### config.mk
export PLATFORM = sky130hd
export DESIGN_NAME = cc_wrap_serializer
export DESIGN_NICKNAME = d
export VERILOG_FILES = /design/src/rtl/cc_wrap_serializer.sv
export SDC_FILE = /design/constraint.sdc
export NUM_CORES = 1
export LEC_CHECK = 0
export BUFFER_PORTS_ARGS = -buffer_cell sky130_fd_sc_hd__buf_2
export CAP_MARGIN = 5
export CORE_MARGIN = 5
export CORE_UTILIZATION = 47
export DETAILED_ROUTE_END_ITERATION = 6
export PLACE_DENSITY_LB_ADDON = 0.12
export SLEW_MARGIN = 25
export SYNTH_ARGS = -nofsm -noshare
export SYNTH_HDL_FRONTEND = slang
export SYNTH_SLANG_ARGS = --single-unit
### constraint.sdc
create_clock -name clk -period 45.8 [get_ports clk]
set_input_delay 4.58 -clock clk [delete_from_list [all_inputs] [get_ports clk]]
set_output_delay 4.58 -clock clk [all_outputs]
set_load 0.05 [all_outputs]
### src/rtl/cc_wrap_serializer.sv
// Cache-line to AXI-style read-beat serializer.
// Pops a whole cache line (with burst mode and start beat) from a show-ahead
// FIFO and replays it one beat per cycle, either as a critical-word-first
// WRAP burst covering the full line or as an INCR burst from the start beat
// to the end of the line. The next line is popped on the last-beat handshake
// so consecutive bursts flow without a bubble.
module cc_wrap_serializer #(
  parameter int DATA_W = 64,
  parameter int BEATS  = 8,
  localparam int OFS_W = $clog2(BEATS),
  localparam int ENT_W = 1 + OFS_W + DATA_W*BEATS
) (
  input  logic              clk,
  input  logic              rst,
  input  logic              fifo_empty_i,
  input  logic [ENT_W-1:0]  fifo_rdata_i,
  output logic              fifo_rden_o,
  output logic [DATA_W-1:0] rdata_o,
  output logic              rlast_o,
  output logic              rvalid_o,
  input  logic              rready_i,
  output logic              busy_o
);

  typedef enum logic {
    IDLE = 1'b0,
    SEND = 1'b1
  } state_t;

  state_t                  state_reg, state_next;
  logic [DATA_W*BEATS-1:0] line_reg, line_next;
  logic                    mode_reg, mode_next;   // 0 = WRAP, 1 = INCR
  logic [OFS_W-1:0]        start_reg, start_next;
  logic [OFS_W-1:0]        cnt_reg, cnt_next;

  logic [DATA_W-1:0]       beat_arr [BEATS];
  logic [OFS_W-1:0]        last_cnt;
  logic [OFS_W-1:0]        beat_idx;
  logic                    send;
  logic                    is_last;
  logic                    fire;
  logic                    pop;

  // Split the held line into addressable beats.
  generate
    for (genvar gi = 0; gi < BEATS; gi++) begin : g_beat
      assign beat_arr[gi] = line_reg[gi*DATA_W +: DATA_W];
    end
  endgenerate

  assign send = (state_reg == SEND);

  // Final count value: BEATS-1 for WRAP; BEATS-1-S for INCR, which in
  // OFS_W-bit arithmetic is simply the bitwise inverse of S.
  assign last_cnt = mode_reg ? ~start_reg : {OFS_W{1'b1}};

  assign is_last  = send && (cnt_reg == last_cnt);
  assign fire     = send && rready_i;

  // Wrap arithmetic relies on natural OFS_W-bit overflow.
  assign beat_idx = start_reg + cnt_reg;

  // Pop when idle with data waiting, or on the last-beat handshake so the
  // next burst starts on the very next cycle. Reset blocks any pop.
  assign pop = !rst && !fifo_empty_i && (!send || (fire && is_last));

  // State register: async reset clears everything, so rdata_o reads 0.
  always_ff @(posedge clk or posedge rst) begin
    if (rst) begin
      state_reg <= IDLE;
      line_reg  <= '0;
      mode_reg  <= 1'b0;
      start_reg <= '0;
      cnt_reg   <= '0;
    end else begin
      state_reg <= state_next;
      line_reg  <= line_next;
      mode_reg  <= mode_next;
      start_reg <= start_next;
      cnt_reg   <= cnt_next;
    end
  end

  // Next-state and output decode: load on pop, advance on handshake.
  always_comb begin
    state_next  = state_reg;
    line_next   = line_reg;
    mode_next   = mode_reg;
    start_next  = start_reg;
    cnt_next    = cnt_reg;
    fifo_rden_o = 1'b0;
    rvalid_o    = send;
    rlast_o     = is_last;
    busy_o      = send;
    rdata_o     = beat_arr[beat_idx];

    if (pop) begin
      fifo_rden_o = 1'b1;
      line_next   = fifo_rdata_i[DATA_W*BEATS-1:0];
      mode_next   = fifo_rdata_i[ENT_W-1];
      start_next  = fifo_rdata_i[ENT_W-2 -: OFS_W];
      cnt_next    = '0;
      state_next  = SEND;
    end else if (fire) begin
      if (is_last) begin
        state_next = IDLE;
      end else begin
        cnt_next = cnt_reg + 1'b1;
      end
    end
  end

  // A pop must never be issued against an empty FIFO.
  assert property (@(posedge clk) disable iff (rst) !(fifo_rden_o && fifo_empty_i));

  // The last-beat flag only accompanies a valid beat.
  assert property (@(posedge clk) disable iff (rst) !(rlast_o && !rvalid_o));

endmodule

Yosys cells after proc, flatten, opt, wreduce, memory -nomap -nowiden
Cells that the tools add are included.
{ "classes": {"n_addsub": 2, "mul": 0, "div_mod_pow": 0, "magnitude_cmp": 1, "n_eq_ne": 2, "shifts": 0, "mux": 11, "bitwise_logic": 2, "reduce_logical": 13} }
{ "ops": {"columns": ["cell", "count"], "rows": [
  ["$bmux W64 S3", 1],
  ["$mux W64", 2],
  ["$mux W3", 4],
  ["$logic_and A1 B1 Y1", 5],
  ["$ge A4 B4 Y1 const B", 1],
  ["$mux W1", 4],
  ["$not A3 Y4", 1],
  ["$reduce_and A2 Y1", 2],
  ["$reduce_bool A2 Y1", 2],
  ["$add A3 B1 Y3 const B", 1],
  ["$add A3 B3 Y3", 1],
  ["$eq A3 B3 Y1", 1],
  ["$logic_not A1 Y1", 3],
  ["$not A3 Y3", 1],
  ["$ne A2 B1 Y1 const B", 1],
  ["$logic_or A1 B1 Y1", 1]
]} }
{ "word_totals": {"ff_bits": 520, "latch_bits": 0, "ramBits": 0, "rom_bits": 0, "inputBits": 520, "out_inout_bits": 68, "wordCells": 36, "n_memories": 0} }

Longest topological paths before layout
Gate-level depths: netlist of the first run.
{ "depth": {"word_depth": 9, "mapped_depth": 9} }

Least setup slack after synthesis of the first run
OpenSTA, ideal clock, no wires.
{ "synth_path": {"path_type": "input -> output", "start": "input rst", "end": "output fifo_rden_o", "arrival_time_ps": 5950, "required_ps": 41220, "setup_slack_ps": 35270, "stages": 8, "n_path_buf": 4, "path_cell_list": "nor2_1 > nand3b_1 > o41a_1 > clkbuf_1 > buf_6 > buf_6 > buf_6 > inv_1"} }
{ "synth_between": {"elab_chain_cells": 4} }
{ "synth_rtl": {"columns": ["item", "line_no", "text"], "rows": [
  ["start: declaration", "14", "input logic rst,"],
  ["$logic_not A1 Y1 (no line)", null, null],
  ["$logic_and A1 B1 Y1 (2 in series)", "65", "assign pop = !rst && !fifo_empty_i && (!send || (fire && is_last));"],
  ["$mux W1", "97", "if (pop) begin"],
  ["end: declaration", "17", "output logic fifo_rden_o,"]
]} }
Every way passes these cells.

Final worst setup path of the first run
Same ends and word-level chain as after synthesis.

==> summary.txt, run 1 <==
GRT
  • First-pass GRT wire length: 110 mm
  • Overflow after GRT: 0
  • Initial antenna violation count: 48
  • Largest net degree at the start of global routing: 190
  • Total track usage: 24.9%
  • Vias in the first global route: 18600

Timing
  • Relative max-transition margin: 29.4%
  • Fmax: 95.5 MHz
  • Setup TNS Final: 0 ps
  • Worst slew pin tran: 1060 ps
  • Final setup viols: 0
  • Final hold viol count: 0
  • Slew Viols, Final: 0
  • Fin crit period: 10480 ps
  • RSZ-0062 raised after global routing: false
  • Final cycle utilization of the critical path: 22.9%
  • Worst clock skew: 15.9 ps

Clock network
  • Clk pin slew, worst setup/hold paths: 50 ps
  • CTS tree: built
  • CTS Buffer Depth: 3
  • Num Clock Sinks: 520
  • CTS resizes: 0
  • Num CTS Buffers: 56
  • CTS Root Cell: clkbuf_16
  • Hold Buf Count CTS: 0
  • Worst-Skew Late Latency: 600 ps
  • Setup Buffers After CTS: 0
  • H-tree Lvls: 2

Worst setup path
  • RR Startpoint: cnt_reg[2]$_DFFE_PP0P_
  • Startpoint type of the worst setup path: primary input
  • Worst EP required: 41220 ps
  • Largest stage delay on the critical path: 460 ps
  • Family with the most delay on the worst path: buffers and inverters
  • WP buf/inv: 3
  • Worst Setup End Kind: primary output
  • Sequence of cells on the critical path: buf_2, nor2_1, nand3b_1, o41a_2, inv_1, buf_2
  • CP max FO: 6
  • Most frequent CP cell: buf_2
  • CP arrival: 5900 ps
  • Setup Crit Path Kind: primary input to primary output
  • Crit path from: rst
  • Slowest CP cell: o41a_2

Drt
  • Post-DR wirelength/cell: 21.5 um
  • Post-route antenna net violation count: 0
  • Drt total wl: 72.1 mm
  • Initial drt markers: 1132
  • Residual DRC: 0
  • DRT Pass-1 Iters: 5
  • Via count: 17700
  • Via density: 5.30

Floorplanning
  • Initial Util: 47.3%
  • Core ar.: 0.0511 mm2
  • DIE HEIGHT: 237 um
  • Num rows: 83
  • Ports: 588
  • Die extent in x: 237 um
  • Die area: 0.0560 mm2

Layout
  • Max FFs per register: 512
  • Most frequent cells in the layout: buf_2, dfrtp_1, nand2_1
  • Share of layout cells above drive strength 1: 46.5%
  • Layout area overhead: 22.3%
  • Fin cells: 3344
  • Most common cell after layout, fill and taps aside: buf_2
  • NumNets Final: 3110

Synthesis
  • Number of synthesized flops with an enable pin: 0
  • Area contributors post-synth: dfrtp_1, mux2_2, mux2_4
  • Top_reg_cell synth: dfrtp_1
  • Post-synthesis sequential area ratio: 53.9%
  • Synthesized area per cell: 11.7 um2
  • #FFs+latches synth: 520
  • Cells after Synth: 2061
  • Post-synthesis cell type count: 35
  • Post-synthesis cell area: 0.0241 mm2
  • Yosys warns: 0
  • Synth top area share: 53.9%
  • Net count after synthesis: 2584
  • Area leader, netlist: dfrtp_1
  • Share of flip-flops with an asynchronous set or reset: 100%

Flow run
  • Max_cap viols: 0

Placed design
  • # port buffers: 587
  • Post-placement cell count: 3207
  • Routability cong.: 0.889
  • Dpl hpwl: 49.3 mm

Run status
  • Outcome: finished, final reports clean

Min path
  • Class of the worst hold path: flop to flop
  • Hold path startpoint: line_reg[6]$_DFFE_PP0P_
-- worst register-to-register path, cell delays in order (launching register included) --
cell,delay (ps)
dfrtp_1,520
nand3_1,180
nand3_4,150
o41a_2,250
buf_4,580
buf_4,910
buf_4,820
buf_4,900
mux2_2,450
-- synth_stat cells, types with 2 or more instances --
master / instances
ha_1: 2
buf_2: 39
buf_1: 11
clkbuf_1: 78
o211ai_1: 2
nand2_1: 516
buf_6: 16
inv_1: 3
nor2b_1: 3
nand3_1: 258
dfrtp_1: 520
and4_1: 64
or3_1: 2
mux2_4: 129
o21ai_0: 6
a21oi_1: 3
nor3b_1: 2
mux2_2: 387
nor2_1: 4
-- worst paths after layout --
path | slack, ps | cells past startpoint | endpoint
setup / recovery | 35320 | 6 | fifo_rden_o
hold / removal | 500 | 1 | line_reg[6]$_DFFE_PP0P_
setup reg to reg | 40930 | 8 | line_reg[127]$_DFFE_PP0P_
hold reg to reg | 500 | 1 | line_reg[6]$_DFFE_PP0P_
max in group asynchronous | 39130 | 5 | line_reg[146]$_DFFE_PP0P_
min in group asynchronous | 4170 | 2 | busy_o$_DFFE_PP0P_
-- cells by family (layout without fill, tap and decap cells) --
kind of cell	count (synthesis)	in the layout	share of synthesized area [%]
xor gates and xnor gates	2	2	0.192
adders and majority gates	3	3	0.187
other	0	34	0
AOI/OAI and AO/OA	16	16	0.425
and+or+nand+nor	856	856	16.2
buffers and inverters	148	717	3.02
DFF	520	520	53.9
muxes	516	516	26.1
-- metrics by stage --
step	setup slack (ps)	hold slack, ps	util, %	area [um2]
after global placement	35380	486	53.7	27400
after global routing	35280	510	57.7	29500
after CTS	35320	506	57.5	29400
final	35320	503	57.8	29500
after floorplan	26690	479	-	24100
after detailed placement	35330	492	53.8	27500
-- layout make-up --
class                      count  area, um2
clock buffer                  90       1710
inverter                       3       18.8
tap                          680        851
antenna                       34       85.1
sequential                   520      13000
multi-input combinational   1393      10400
timing repair buffer         613       3250
fill                        4440      21600
clock inverter                11        163
-- layer usage --
metal | track usage [%] | wire (um)
met5 | 0 | 160
met4 | 8.50 | 1940
met3 | 7.69 | 5610
met2 | 40.3 | 34900
met1 | 32.2 | 29400
Power of run 1 is left out: the tool's default activity adds up to more than one toggle a clock period on the data nets, which glitch-free logic cannot reach.
==> inputs of run 2 (changes only) <==
==> constraint.sdc (replaced) <==
create_clock -name clk -period 10 [get_ports clk]
set_input_delay 1 -clock clk [delete_from_list [all_inputs] [get_ports clk]]
set_output_delay 1 -clock clk [all_outputs]
set_load 0.05 [all_outputs]
==> summary.txt, run 2 (synthesis results as in run 1) <==
Run status
  • Outcome: finished, final reports clean (unchanged)

Layout
  • Most common cell after layout, fill and taps aside: buf_2 (unchanged)
  • Max FFs per register: 512 (unchanged)
  • Share of layout cells above drive strength 1: 46.8% (was 46.5%)
  • Most frequent cells in the layout: buf_2, dfrtp_1, nand2_1 (unchanged)
  • NumNets Final: 3109 (was 3110)
  • Layout area overhead: 22.4% (was 22.3%)

Timing
  • RSZ-0062 raised after global routing: false (unchanged)
  • Slew Viols, Final: 0 (unchanged)
  • Final cycle utilization of the critical path: 54.3%
  • Fin crit period: 5430 ps
  • Final setup viols: 0 (unchanged)
  • Relative max-transition margin: 17.8% (was 29.4%)
  • Setup TNS Final: 0 ps (unchanged)
  • Worst slew pin tran: 1230 ps (was 1060 ps)
  • Worst clock skew: 15.1 ps (was 15.9 ps)
  • Final hold viol count: 0 (unchanged)
  • Fmax: 184 MHz

GRT
  • First-pass GRT wire length: 110 mm (about the same)
  • Vias in the first global route: 18400 (was 18600)
  • Overflow after GRT: 0 (unchanged)
  • Largest net degree at the start of global routing: 194 (was 190)
  • Initial antenna violation count: 58 (was 48)
  • Total track usage: 25.2% (was 24.9%)
  • Met2 Track Usage GR: 41.1% (was 40.3%)
  • Met3 Resource Use GR: 7.87% (was 7.69%)
  • Gr busiest metal: met2 (unchanged)
  • GR Layer Usage met1: 32.3% (was 32.2%)

Placed design
  • # port buffers: 587 (unchanged)
  • Dpl hpwl: 50.1 mm (was 49.3 mm)
  • Routability cong.: 0.925 (was 0.889)

Floorplanning
  • DIE HEIGHT: 237 um (unchanged)
  • Num rows: 83 (unchanged)
  • Initial Util: 47.3% (unchanged)
  • Ports: 588 (unchanged)
  • Die extent in x: 237 um (unchanged)
  • Die area: 0.0560 mm2 (unchanged)
  • Core ar.: 0.0511 mm2 (unchanged)

Drt
  • Via count: 17800 (was 17700)
  • Post-route antenna net violation count: 0 (unchanged)
  • Initial drt markers: 1286 (was 1132)
  • DRT Pass-1 Iters: 7 (was 5)
  • Residual DRC: 0 (unchanged)
  • Drt total wl: 73.3 mm (was 72.1 mm)
  • Post-DR wirelength/cell: 22.0 um (was 21.5 um)
  • Via density: 5.34 (was 5.30)

Worst setup path
  • Setup Crit Path Kind: flop to primary output (was primary input to primary output)
  • CP max FO: 181 (was 6)
  • Worst EP required: 9000 ps (was 41220 ps)
  • RR Startpoint: cnt_reg[2]$_DFFE_PP0P_ (unchanged)
  • Startpoint type of the worst setup path: flop (was primary input)
  • Worst Setup End Kind: primary output (unchanged)
  • Crit path from: cnt_reg[0]$_DFFE_PP0P_ (was rst)
  • CP arrival: 4430 ps (was 5900 ps)

Clock network
  • CTS Root Cell: clkbuf_16 (unchanged)
  • CTS resizes: 0 (unchanged)
  • CTS tree: built (unchanged)
  • Hold Buf Count CTS: 0 (unchanged)
  • Num CTS Buffers: 57 (was 56)
  • Num Clock Sinks: 520 (unchanged)
  • H-tree Lvls: 2 (unchanged)
  • Clk pin slew, worst setup/hold paths: 60 ps (was 50 ps)
  • Worst-Skew Late Latency: 600 ps (about the same)
  • CTS Buffer Depth: 3 (unchanged)
  • Setup Buffers After CTS: 0 (unchanged)

Flow run
  • Max_cap viols: 0 (unchanged)

Min path
  • Class of the worst hold path: primary input to async pin (was flop to flop)
run 2: cell count changes in the layout (fill, tap and decap cells not counted), sizes merged:
| cell | previous run | this run |
|---|---|---|
| buf | 613 | 611 |
| clkbuf | 90 | 77 |
| bufinv | 4 | 6 |
| inv | 3 | 2 |
| clkinvlp | 3 | 6 |
| diode | 34 | 28 |
| clkinv | 4 | 11 |
run 2: layout make-up:
type	count	area (um2)
inverters	3	15.0
repair buffers	611	3260
clock inverters	22	277
diodes	28	70.1
clock buffers	77	1620
fillers	4474	21500
well taps	680	851
multi-input cells	1393	10400
flip-flops and latches	520	13000
run 2: final timing paths:
check / end / slack, ps / cells past startpoint
worst max register to register: line_reg[510]$_DFFE_PP0P_ / 5880 / 7
worst min-delay path: line_reg[352]$_DFFE_PP0P_ / 390 / 2
worst max-delay path: rdata_o[37] / 4570 / 8
min in group clk: line_reg[39]$_DFFE_PP0P_ / 500 / 1
worst min register to register: line_reg[39]$_DFFE_PP0P_ / 500 / 1
max in group asynchronous: line_reg[182]$_DFFE_PP0P_ / 7050 / 5
run 2: critical path, stage by stage (launching register included):
cell and delay, ps:
dfrtp_1 450, ha_1 230, fa_1 410, xor3_4 940, buf_12 530, nand2_1 210, nand3_1 130, and4_1 190
buf_2 260
run 2: through the flow:
step / setup slack, ps / std cells / area [um2] / hold WS [ps] / utilization [%]
2_1_floorplan: 1940 / 2061 / 24100 / 479 / -
3_5_place_dp: 5260 / 3206 / 27500 / 492 / 53.9
3_3_place_gp: 5290 / 3202 / 27400 / 486 / 53.7
4_1_cts: 4640 / 3305 / 29400 / 359 / 57.6
5_1_grt: 4450 / 3331 / 29500 / 395 / 57.8
6_report: 4570 / 3334 / 29500 / 393 / 57.8
run 2: metal layers:
layer / vias to the layer above / wire length, um / share of wire [%]
met5: - / 352 / 0.48
met4: 56 / 1760 / 2.4
met3: 157 / 5390 / 7.3
met2: 510 / 36000 / 49
met1: 8909 / 29800 / 41
li1: 8185 / - / -
Power of run 2 is left out for the same reason.
==> inputs of run 3 (changes only) <==
==> constraint.sdc (replaced) <==
create_clock -name clk -period 4.65 [get_ports clk]
set_input_delay 0.465 -clock clk [delete_from_list [all_inputs] [get_ports clk]]
set_output_delay 0.465 -clock clk [all_outputs]
set_load 0.05 [all_outputs]
==> summary.txt, run 3 (synthesis results as in run 1) <==
Timing
  • Slew Viols, Final: 0 (unchanged)
  • Fmax: 254 MHz
  • Relative max-transition margin: 37.7% (was 17.8%)
  • Setup TNS Final: 0 ps (unchanged)
  • Fin crit period: 3940 ps
  • RSZ-0062 raised after global routing: false (unchanged)
  • Worst clock skew: 15.7 ps (was 15.1 ps)
  • Final cycle utilization of the critical path: 84.7%
  • Final hold viol count: 0 (unchanged)
  • Final setup viols: 0 (unchanged)
  • Worst slew pin tran: 935 ps (was 1230 ps)

Clock network
  • Clk pin slew, worst setup/hold paths: 70 ps (was 60 ps)
  • Hold Buf Count CTS: 0 (unchanged)
  • Worst-Skew Late Latency: 600 ps (about the same)
  • CTS resizes: 0 (unchanged)
  • Num CTS Buffers: 56 (was 57)
  • CTS tree: built (unchanged)
  • Num Clock Sinks: 520 (unchanged)
  • Setup Buffers After CTS: 0 (unchanged)
  • CTS Buffer Depth: 3 (unchanged)
  • CTS Root Cell: clkbuf_16 (unchanged)
  • H-tree Lvls: 2 (unchanged)

Layout
  • Multi-input combinational cell area: 0.0104 mm2 (unchanged)
  • Max FFs per register: 512 (unchanged)
  • NumNets Final: 3110 (was 3109)
  • Register Area: 0.0130 mm2 (unchanged)
  • Fill cells: 4413 (was 4474)
  • Share of layout cells above drive strength 1: 46.8% (about the same)
  • Most common cell after layout, fill and taps aside: buf_2 (unchanged)
  • Finished Cell Area: 0.0297 mm2 (was 0.0295 mm2)
  • Layout area overhead: 23.2% (was 22.4%)
  • Most frequent cells in the layout: buf_2, dfrtp_1, nand2_1 (unchanged)
  • Fin util: 58.2% (was 57.8%)

Worst setup path
  • Reg2reg path depth: 5 (was 7)
  • Slowest CP cell: fa_1 (was xor3_4)
  • Startpoint type of the worst setup path: flop (unchanged)
  • WP buf/inv: 2 (unchanged)
  • CP arrival: 3470 ps (was 4430 ps)
  • R2r setup slk: 1650 ps (was 5880 ps)
  • CP max FO: 33 (was 181)
  • RR Startpoint: cnt_reg[2]$_DFFE_PP0P_ (unchanged)
  • Family with the most delay on the worst path: simple AND/OR/NAND/NOR gates (was XOR/XNOR gates)
  • Worst Setup End Kind: primary output (unchanged)
  • Largest stage delay on the critical path: 650 ps (was 940 ps)
  • Setup Crit Path Kind: flop to primary output (unchanged)
  • Crit path capture: rdata_o[21] (was rdata_o[37])
  • Worst EP required: 4180 ps (was 9000 ps)
  • Levels on crit path: 7 (was 8)
  • Sequence of cells on the critical path: ha_1, fa_1, and2_4, buf_12, nand3_1, and4_1, buf_2 (was ha_1, fa_1, xor3_4, buf_12, nand2_1, nand3_1, and4_1, buf_2)
  • Worst reg2reg path endpoint: line_reg[485]$_DFFE_PP0P_ (was line_reg[510]$_DFFE_PP0P_)
  • Crit path from: cnt_reg[0]$_DFFE_PP0P_ (unchanged)

Drt
  • Initial drt markers: 1423 (was 1286)
  • Drt total wl: 72.9 mm (was 73.3 mm)
  • DRT Pass-1 Iters: 5 (was 7)
  • Post-DR wirelength/cell: 21.8 um (was 22.0 um)
  • Via density: 5.35 (was 5.34)
  • Residual DRC: 0 (unchanged)
  • Post-route antenna net violation count: 0 (unchanged)
  • Via count: 17900 (was 17800)

GRT
  • Initial antenna violation count: 45 (was 58)
  • Total track usage: 25.2% (about the same)
  • Overflow after GRT: 0 (unchanged)
  • Vias in the first global route: 18600 (was 18400)
  • Met3 Resource Use GR: 6.67% (was 7.87%)
  • Met2 Track Usage GR: 41.3% (was 41.1%)
  • Gr busiest metal: met2 (unchanged)
  • GR Layer Usage met1: 33.1% (was 32.3%)
  • First-pass GRT wire length: 111 mm (was 110 mm)
  • Largest net degree at the start of global routing: 172 (was 194)

Floorplanning
  • Num rows: 83 (unchanged)
  • Ports: 588 (unchanged)
  • DIE HEIGHT: 237 um (unchanged)
  • Core ar.: 0.0511 mm2 (unchanged)
  • Die area: 0.0560 mm2 (unchanged)
  • Initial Util: 47.3% (unchanged)
  • Die extent in x: 237 um (unchanged)

Placed design
  • Dpl hpwl: 50.1 mm (about the same)
  • # port buffers: 587 (unchanged)
  • Placed cell area: 0.0276 mm2 (was 0.0275 mm2)
  • Routability cong.: 0.858 (was 0.925)

Flow run
  • Max_cap viols: 0 (unchanged)

Min path
  • Class of the worst hold path: primary input to async pin (unchanged)

Run status
  • Outcome: finished, final reports clean (unchanged)
## run 3: per-layer routing
metal  wire length (um)  vias to the layer above
li1                   -                     8184
met1              30000                     8980
met2              35800                      558
met3               5180                      132
met4               1840                       30
met5                177                        -
## run 3: worst register-to-register path, stage by stage (launching register included)
cell and delay (ps):
dfrtp_1 530, nand3_1 180, nand3_4 170, o41a_2 740, buf_12 650, mux2_2 620
## run 3: area by class of cell
class,instances,area share (%)
Multi-Input combinational cell,1393,35.1
Timing Repair Buffer,613,11.3
Sequential cell,520,43.7
Tap cell,680,2.86
Clock inverter,18,1.03
Inverter,3,0.0505
Clock buffer,84,5.71
Antenna cell,31,0.261
## run 3: how the worst min path moves through the flow
stage / end / slack [ps] / depth (start not counted)
4_1_cts: line_reg[255]$_DFFE_PP0P_ / 50 / 2
6_report: line_reg[174]$_DFFE_PP0P_ / 90 / 3
5_1_grt: line_reg[255]$_DFFE_PP0P_ / 60 / 2
2_1_floorplan: line_reg[205]$_DFFE_PP0P_ / 480 / 1
3_3_place_gp: line_reg[57]$_DFFE_PP0P_ / 490 / 1
3_5_place_dp: line_reg[321]$_DFFE_PP0P_ / 490 / 1
## run 3: per-stage QoR
stage / cells / hold WS (ps) / setup slack [ps]
6_report: 3342 / 88.7 / 712
3_3_place_gp: 3208 / 487 / 1350
3_5_place_dp: 3208 / 491 / 1310
4_1_cts: 3310 / 46.5 / 628
2_1_floorplan: 2061 / 479 / -2880
5_1_grt: 3333 / 59.2 / 554
Power of run 3 is left out for the same reason.
